==> src/rtl/lcd_pkg.sv <==
// Shared definitions for the ST7735 LCD datapath: word format and SPI writer states.
package lcd_pkg;

    localparam int DATA_W = 9;
    localparam int DC_BIT = 8;
    localparam logic [DATA_W-1:0] DATA_IDLE = 9'h100;

    typedef enum logic [4:0] {
        ST_IDLE  = 5'b00001,
        ST_SETUP = 5'b00010,
        ST_SHIFT = 5'b00100,
        ST_HOLD  = 5'b01000,
        ST_DONE  = 5'b10000
    } state_t;

endpackage

==> src/rtl/lcd_spi_write.sv <==
// SPI mode-0 byte transmitter for the ST7735: serializes {dc,byte} words MSB-first
// and pulses wr_done once per byte so the producer can advance.
module lcd_spi_write
    import lcd_pkg::*;
#(
    parameter int CLK_DIV   = 2,
    parameter int SETUP_CYC = 2,
    parameter int CS_HOLD   = 1
) (
    input  logic              sys_clk,
    input  logic              sys_rst_n,
    input  logic              en_write,
    input  logic [DATA_W-1:0] init_data,
    output logic              wr_done,
    output logic              lcd_sclk,
    output logic              lcd_mosi,
    output logic              lcd_dc,
    output logic              lcd_cs
);

    localparam int DIV_W = $clog2(CLK_DIV + 1);
    localparam int SET_W = $clog2(SETUP_CYC + 1);
    localparam int HLD_W = $clog2(CS_HOLD + 1);
    localparam logic [DIV_W-1:0] DIV_LAST = DIV_W'(CLK_DIV - 1);
    localparam logic [SET_W-1:0] SET_LAST = SET_W'(SETUP_CYC - 1);
    localparam logic [HLD_W-1:0] HLD_LAST = HLD_W'(CS_HOLD - 1);

    state_t           state_q;
    logic [DIV_W-1:0] div_q;
    logic [SET_W-1:0] set_q;
    logic [HLD_W-1:0] hld_q;
    logic [2:0]       bit_q;
    logic [7:0]       sr_q;
    logic             sclk_q;
    logic             dc_q;
    logic             cs_q;
    logic             done_q;

    always_ff @(posedge sys_clk or negedge sys_rst_n) begin
        if (!sys_rst_n) begin
            state_q <= ST_IDLE;
            div_q   <= '0;
            set_q   <= '0;
            hld_q   <= '0;
            bit_q   <= '0;
            sr_q    <= '0;
            sclk_q  <= 1'b0;
            dc_q    <= 1'b0;
            cs_q    <= 1'b1;
            done_q  <= 1'b0;
        end else begin
            done_q <= 1'b0;
            unique case (state_q)
                ST_IDLE: begin
                    cs_q   <= 1'b1;
                    sclk_q <= 1'b0;
                    set_q  <= '0;
                    if (en_write) state_q <= ST_SETUP;
                end
                ST_SETUP: begin
                    if (!en_write) begin
                        set_q   <= '0;
                        state_q <= ST_IDLE;
                    end else if (set_q == SET_LAST) begin
                        sr_q    <= init_data[7:0];
                        dc_q    <= init_data[DC_BIT];
                        cs_q    <= 1'b0;
                        sclk_q  <= 1'b0;
                        div_q   <= '0;
                        bit_q   <= '0;
                        set_q   <= '0;
                        state_q <= ST_SHIFT;
                    end else begin
                        set_q <= set_q + SET_W'(1);
                    end
                end
                ST_SHIFT: begin
                    if (div_q == DIV_LAST) begin
                        div_q  <= '0;
                        sclk_q <= ~sclk_q;
                        // falling edge: present the next bit, or finish after bit 7
                        if (sclk_q) begin
                            if (bit_q == 3'd7) begin
                                hld_q   <= '0;
                                state_q <= ST_HOLD;
                            end else begin
                                bit_q <= bit_q + 3'd1;
                                sr_q  <= {sr_q[6:0], 1'b0};
                            end
                        end
                    end else begin
                        div_q <= div_q + DIV_W'(1);
                    end
                end
                ST_HOLD: begin
                    if (hld_q == HLD_LAST) begin
                        done_q  <= 1'b1;
                        cs_q    <= 1'b1;
                        state_q <= ST_DONE;
                    end else begin
                        hld_q <= hld_q + HLD_W'(1);
                    end
                end
                ST_DONE: begin
                    set_q   <= '0;
                    state_q <= en_write ? ST_SETUP : ST_IDLE;
                end
                default: state_q <= ST_IDLE;
            endcase
        end
    end

    // MSB of the shift register drives MOSI directly, keeping it a registered output
    assign lcd_mosi = sr_q[7];
    assign lcd_sclk = sclk_q;
    assign lcd_dc   = dc_q;
    assign lcd_cs   = cs_q;
    assign wr_done  = done_q;

endmodule
==> config.mk <==
export PLATFORM = sky130hd
export DESIGN_NAME = lcd_spi_write
export DESIGN_NICKNAME = d
export VERILOG_FILES = /design/src/rtl/lcd_pkg.sv /design/src/rtl/lcd_spi_write.sv
export SDC_FILE = /design/constraint.sdc
export NUM_CORES = 1
export LEC_CHECK = 0
export CAP_MARGIN = 10
export CORE_MARGIN = 2
export CORE_UTILIZATION = 30
export DETAILED_ROUTE_END_ITERATION = 7
export GPL_TIMING_DRIVEN = 0
export PLACE_DENSITY_LB_ADDON = 0.3
export SLEW_MARGIN = 20
export SYNTH_ARGS = -nofsm -noshare
export SYNTH_HDL_FRONTEND = slang
export SYNTH_SLANG_ARGS = --single-unit
==> constraint.sdc <==
create_clock -name sys_clk -period 3.9 [get_ports sys_clk]
set_clock_uncertainty 0.1 [all_clocks]
set_input_delay 0.78 -clock sys_clk [delete_from_list [all_inputs] [get_ports sys_clk]]
set_output_delay 0.78 -clock sys_clk [all_outputs]
set_load 0.02 [all_outputs]
==> results of run 1 <==
## flip-flops by register name, summed over array words and instances, names as in the netlist
| name | flops |
|---|---|
| sr_q | 8 |
| state_q | 5 |
| bit_q | 3 |
| div_q | 2 |
| set_q | 2 |
| lcd_cs | 1 |
| lcd_dc | 1 |
| lcd_sclk | 1 |
| wr_done | 1 |
## placed cells by master (no fill, tap or decap), types with 3 or more instances in the layout
master	count
buf_2	3
clkbuf_8	3
clkdlybuf4s50_1	15
dfrtp_1	22
inv_1	3
mux2_2	3
mux2_4	13
mux2i_1	3
nand2_1	7
nand3_1	3
nor2_1	4
o21ai_0	4
## cells by family (layout without fill, tap and decap cells)
kind of cell / after synthesis / after routing / synth area share
xor+xnor: 3 / 3 / 0.0202
simple gates: 32 / 32 / 0.160
mux: 19 / 19 / 0.199
flops: 24 / 24 / 0.464
fa+ha+maj: 2 / 2 / 0.0192
compound gates: 15 / 15 / 0.0885
buf+inv: 8 / 28 / 0.0491
## where the power goes
group	leakage [nW]	internal, mW	switching, mW
combinational	0.384	0.133	0.104
sequential	0.297	0.320	0.0478
clock	0.0357	0.137	0.0823
## through the flow
step | power, mW | setup slack (ns) | hold WS (ns) | utilization | instance area [um^2]
finish | 0.824 | 1.62 | 0.386 | 0.389 | 1590
global route | 0.877 | 1.59 | 0.418 | 0.389 | 1590
CTS | 0.838 | 1.61 | 0.398 | 0.390 | 1590
detailed placement | 0.614 | 1.41 | 0.377 | 0.373 | 1520
global placement | 0.603 | 1.43 | 0.370 | 0.373 | 1520
floorplan | 0.541 | 2.13 | 0.358 | - | 1300
## routing by layer
layer / wire (um) / vias up / global-route usage
met2: 1210 / 9 / 0.179
met1: 970 / 420 / 0.119
met5: 0 / - / 0
met4: 36 / 0 / 0.0385
met3: 47 / 4 / 0.0174
li1: - / 406 / -
## final timing paths
path,from,end,cells past startpoint
setup / recovery,lcd_cs,lcd_cs,1
hold / removal,sys_rst_n,set_q[0],1
setup reg to reg,state_q[1],sr_q[4],5
hold reg to reg,set_q[1],set_q[1],1
max in group asynchronous,sys_rst_n,state_q[0],1
min in group sys_clk,set_q[1],set_q[1],1
## area by class of cell
cell class                      count  share of cell area
Multi-Input combinational cell     71               0.398
Sequential cell                    24               0.380
Timing Repair Buffer               16              0.0976
Tap cell                           50              0.0394
Buffer                              5              0.0331
Clock buffer                        3              0.0260
Clock inverter                      1              0.0189
Inverter                            3             0.00709
==> results.cfg, run 1 <==
[clocking]
cts_buffer_depth = 2
cts_setup_buffers = 0
tritoncts = done
cts_resized = 0
h-tree-depth = 1
clock-root-buffer = clkbuf_8
clk_pin_slew_ns = 0.09
holdBufCountCts = 0
clock_latency_ns = 0.27
cts_buffers = 3
clock-sinks = 24

[setup_path]
critPathMaxFanout = 2
worstPathArrival_ns = 1.40
startpoint_type = flip-flop
critPathRequiredTime_ns = 3.02
critical-path-slowest-cell = clkdlybuf4s50_1
cpLargestDelayFamily = buffers and inverters
cp_cell_sequence = clkdlybuf4s50_1
critical_path_class = reg -> out
r2r_slack_ns = 1.96
crit_buf_inv = 1
cp-end-kind = output port
slowest_delay_ns = 0.59

[synth]
synth-main-ff-cell = dfrtp_1
synth_area_leaders = dfrtp_1 42%, mux2_4 15%, dfstp_2 4.0%
synth_most_common_cell = dfrtp_1
synth_nets = 117
synthTopCellsByCount = 22 x dfrtp_1, 13 x mux2_4, 7 x nand2_1, 4 x nor2_1, 4 x o21ai_0
ys_seq_area_frac = 0.464
syn_avg_cell_area_um2 = 12.6
synth_top_area_cell = dfrtp_1
synth.cell_area_um2 = 1300
ys_async_sr_fraction = 1.00
synth_cells = 103
yosys_warnings = 0
synth-seq-cells = 24
yosys.area.top_type_share = 0.423
synth_edf_count = 0
synth.distinct_cells = 39

[finish]
drive_gt1_frac = 0.325
seq_area_um2 = 603
instances_no_fill = 173
multi_input_area_um2 = 633
fill_cells = 407
final_nets = 138
diodes = 0
area_growth_pct = 22.2

[pwr]
p_per_area_nw_per_um2 = 519
peakVddDrop_mv = 0.222
p_leak_nw = 0.717

[die]
die_w_um = 69.8
boundaryPins = 17
dieArea_um2 = 4880
initial_core_util = 0.318
core_um2 = 4090
rows = 23
dieHeight_um = 69.8

[global_routing]
grt_max_degree = 25
grt_overflow_total = 0
grt_pass1_wl_um = 3970
antenna_found_initial = 0
grt.total_usage = 0.100
grt_pass1_vias = 888

[detailed_routing]
wl_per_cell_um = 13.1
vias = 839
drt-total-wl_um = 2260
ant_nets = 0
drtPass1Iterations = 4
via_per_inst = 4.85
drc_errors = 0
drt_iter0_markers = 15

[sta]
hold_violations = 0
setup_viol = 0
fmax_ghz = 0.439
finalWorstPathRequiredPeriod_ns = 2.28
finalCritPeriodShare = 0.583
totalNegativeSetupSlack_ns = 0
relSlewSlack = 0.634
tightest_slew_ns = 0.549
maxSlewViolCount = 0
rsz0062_at_grt = false

[run]
drv_cap = 0

[placed_design]
globalplace.congestion = 0.758
dpl.cell_count = 169
dpl.hpwl_um = 1610
numPortBuffers = 16

[outcome]
status = complete, no violations

[min_path]
min_path_type = in -> async
(Power assumes the default switching activity.)
==> run 2: changes to the inputs <==
==> constraint.sdc (replaced) <==
create_clock -name sys_clk -period 2.3 [get_ports sys_clk]
set_clock_uncertainty 0.1 [all_clocks]
set_input_delay 0.46 -clock sys_clk [delete_from_list [all_inputs] [get_ports sys_clk]]
set_output_delay 0.46 -clock sys_clk [all_outputs]
set_load 0.02 [all_outputs]
==> results of run 2 <==
Same layout as run 1 (identical final DEF). Status: complete, no violations.
Among the figures that moved: setup slack after placement 1.41 ns -> 0.132 ns; setup slack after layout 1.62 ns -> 0.344 ns; hold slack 0.386 ns -> 0.0656 ns; register-to-register setup slack 1.96 ns -> 0.36 ns; total power 0.824 mW -> 1.40 mW; worst IR drop on VDD 0.222 mV -> 0.376 mV
==> run 3: changes to the inputs <==
--- a/config.mk
+++ b/config.mk
@@ -6,10 +6,13 @@
 export NUM_CORES = 1
 export LEC_CHECK = 0
 export CAP_MARGIN = 10
+export CORE_ASPECT_RATIO = 1.75
 export CORE_MARGIN = 2
 export CORE_UTILIZATION = 30
+export CTS_CLUSTER_SIZE = 30
 export DETAILED_ROUTE_END_ITERATION = 7
 export GPL_TIMING_DRIVEN = 0
+export MAX_ROUTING_LAYER = met4
 export PLACE_DENSITY_LB_ADDON = 0.3
 export SLEW_MARGIN = 20
 export SYNTH_ARGS = -nofsm -noshare
==> results.cfg, run 3 (synthesis gave the netlist of run 1 again) <==
[sta]
relSlewSlack = 0.636
maxSlewViolCount = 0
finalCritPeriodShare = 0.846
totalNegativeSetupSlack_ns = 0
setup_slack_ns = 0.354
hold_violations = 0
finalWorstPathRequiredPeriod_ns = 1.95
fmax_ghz = 0.514
setup_viol = 0
rsz0062_at_grt = false
tightest_slew_ns = 0.546

[finish]
instances_no_fill = 172
diodes = 0
final_common_cell = dfrtp_1
area_growth_pct = 22.1
seq_area_um2 = 603
largest_reg_flops = 8
final_area_um2 = 1590
reg.largest.list = sr_q (8), state_q (5), bit_q (3)
top_register = sr_q
fill_cells = 394
final_cell_mix = 22 x dfrtp_1, 15 x clkdlybuf4s50_1, 13 x mux2_4, 7 x nand2_1
drive_gt1_frac = 0.325
multi_input_area_um2 = 633
final_nets = 138

[pwr]
peakVddDrop_mv = 0.413
p_per_area_nw_per_um2 = 878
intPower_mw = 1.00
combPwrFrac = 0.289
p_leak_nw = 0.717
clock_power_share = 0.262
switchingPower_uw = 393
pwr-share-seq = 0.449
switching_share = 0.282

[clocking]
clock-root-buffer = clkbuf_8
cts_setup_buffers = 0
clock-sinks = 24
holdBufCountCts = 0
cts_buffer_depth = 2
cts_resized = 0
clock_latency_ns = 0.27
clk_pin_slew_ns = 0.09
tritoncts = done
h-tree-depth = 1
cts_buffers = 3

[setup_path]
startpoint_type = flip-flop
critPathMaxFanout = 2
critPathRequiredTime_ns = 1.74
crit_buf_inv = 1
worstPathArrival_ns = 1.39
cpLargestDelayFamily = buffers and inverters
slowest_delay_ns = 0.59
cp_cell_sequence = clkdlybuf4s50_1
critical-path-slowest-cell = clkdlybuf4s50_1
critical_path_class = reg -> out
cp-end-kind = output port

[die]
dieHeight_um = 91.1
initial_core_util = 0.313
boundaryPins = 17
die_w_um = 53.8
dieArea_um2 = 4900
rows = 31
core_um2 = 4150

[detailed_routing]
via_per_inst = 4.88
ant_nets = 0
drc_errors = 0
drt_iter0_markers = 5
drtPass1Iterations = 4
drt-total-wl_um = 2250
vias = 840
wl_per_cell_um = 13.1

[placed_design]
dpl.cell_count = 168
numPortBuffers = 16
dpl.hpwl_um = 1700
placed_cell_area_um2 = 1520
place_ws_ns = 0.108
globalplace.congestion = 0.866

[global_routing]
grt_pass1_vias = 925
antenna_found_initial = 0
grt.total_usage = 0.112
grt_max_degree = 25
grt_overflow_total = 0
grt_pass1_wl_um = 4040

[min_path]
min_path_type = in -> async

[run]
drv_cap = 0

[outcome]
status = complete, no violations
run 3: cell counts in the layout (fill, tap and decap cells not counted):
No cell type changed its count.
run 3: layout make-up:
cell class	instances	share of cell area
Inverter	3	0.00709
Buffer	5	0.0331
Sequential cell	24	0.380
Clock inverter	1	0.0189
Clock buffer	3	0.0260
Timing Repair Buffer	16	0.0977
Tap cell	49	0.0386
Multi-Input combinational cell	71	0.399
run 3: final timing paths:
check                            from  cells past startpoint  endpoint  slack [ns]
min reg2reg                  set_q[1]                      1  set_q[1]        0.40
max                            lcd_cs                      1    lcd_cs        0.35
min                         sys_rst_n                      1   sr_q[3]        0.06
min in group sys_clk         set_q[1]                      1  set_q[1]        0.40
max in group asynchronous   sys_rst_n                      1    lcd_cs        1.65
max reg2reg                state_q[1]                      5  bit_q[0]        0.35
run 3: metrics by stage:
step	utilization	hold WS, ns	power [mW]
2_1_floorplan	-	0.0644	0.917
3_3_place_gp	0.367	0.371	1.03
3_5_place_dp	0.367	0.381	1.04
4_1_cts	0.384	0.400	1.42
5_1_grt	0.383	0.108	1.48
6_report	0.383	0.0648	1.39
run 3: power by group through the flow:
stage | logic (mW) | registers (mW) | clock network (mW)
finish | 0.403 | 0.626 | 0.365
global route | 0.449 | 0.642 | 0.392
CTS | 0.411 | 0.626 | 0.378
detailed placement | 0.408 | 0.635 | 0
global placement | 0.401 | 0.626 | 0
floorplan | 0.285 | 0.632 | 0
run 3: layer usage:
layer / vias to the layer above / GRT usage / part of all wire
met1: 417 / 0.129 / 0.41
met5: - / - / 0
met3: 5 / 0.0164 / 0.025
li1: 406 / - / -
met2: 12 / 0.180 / 0.54
met4: 0 / 0.0598 / 0.024
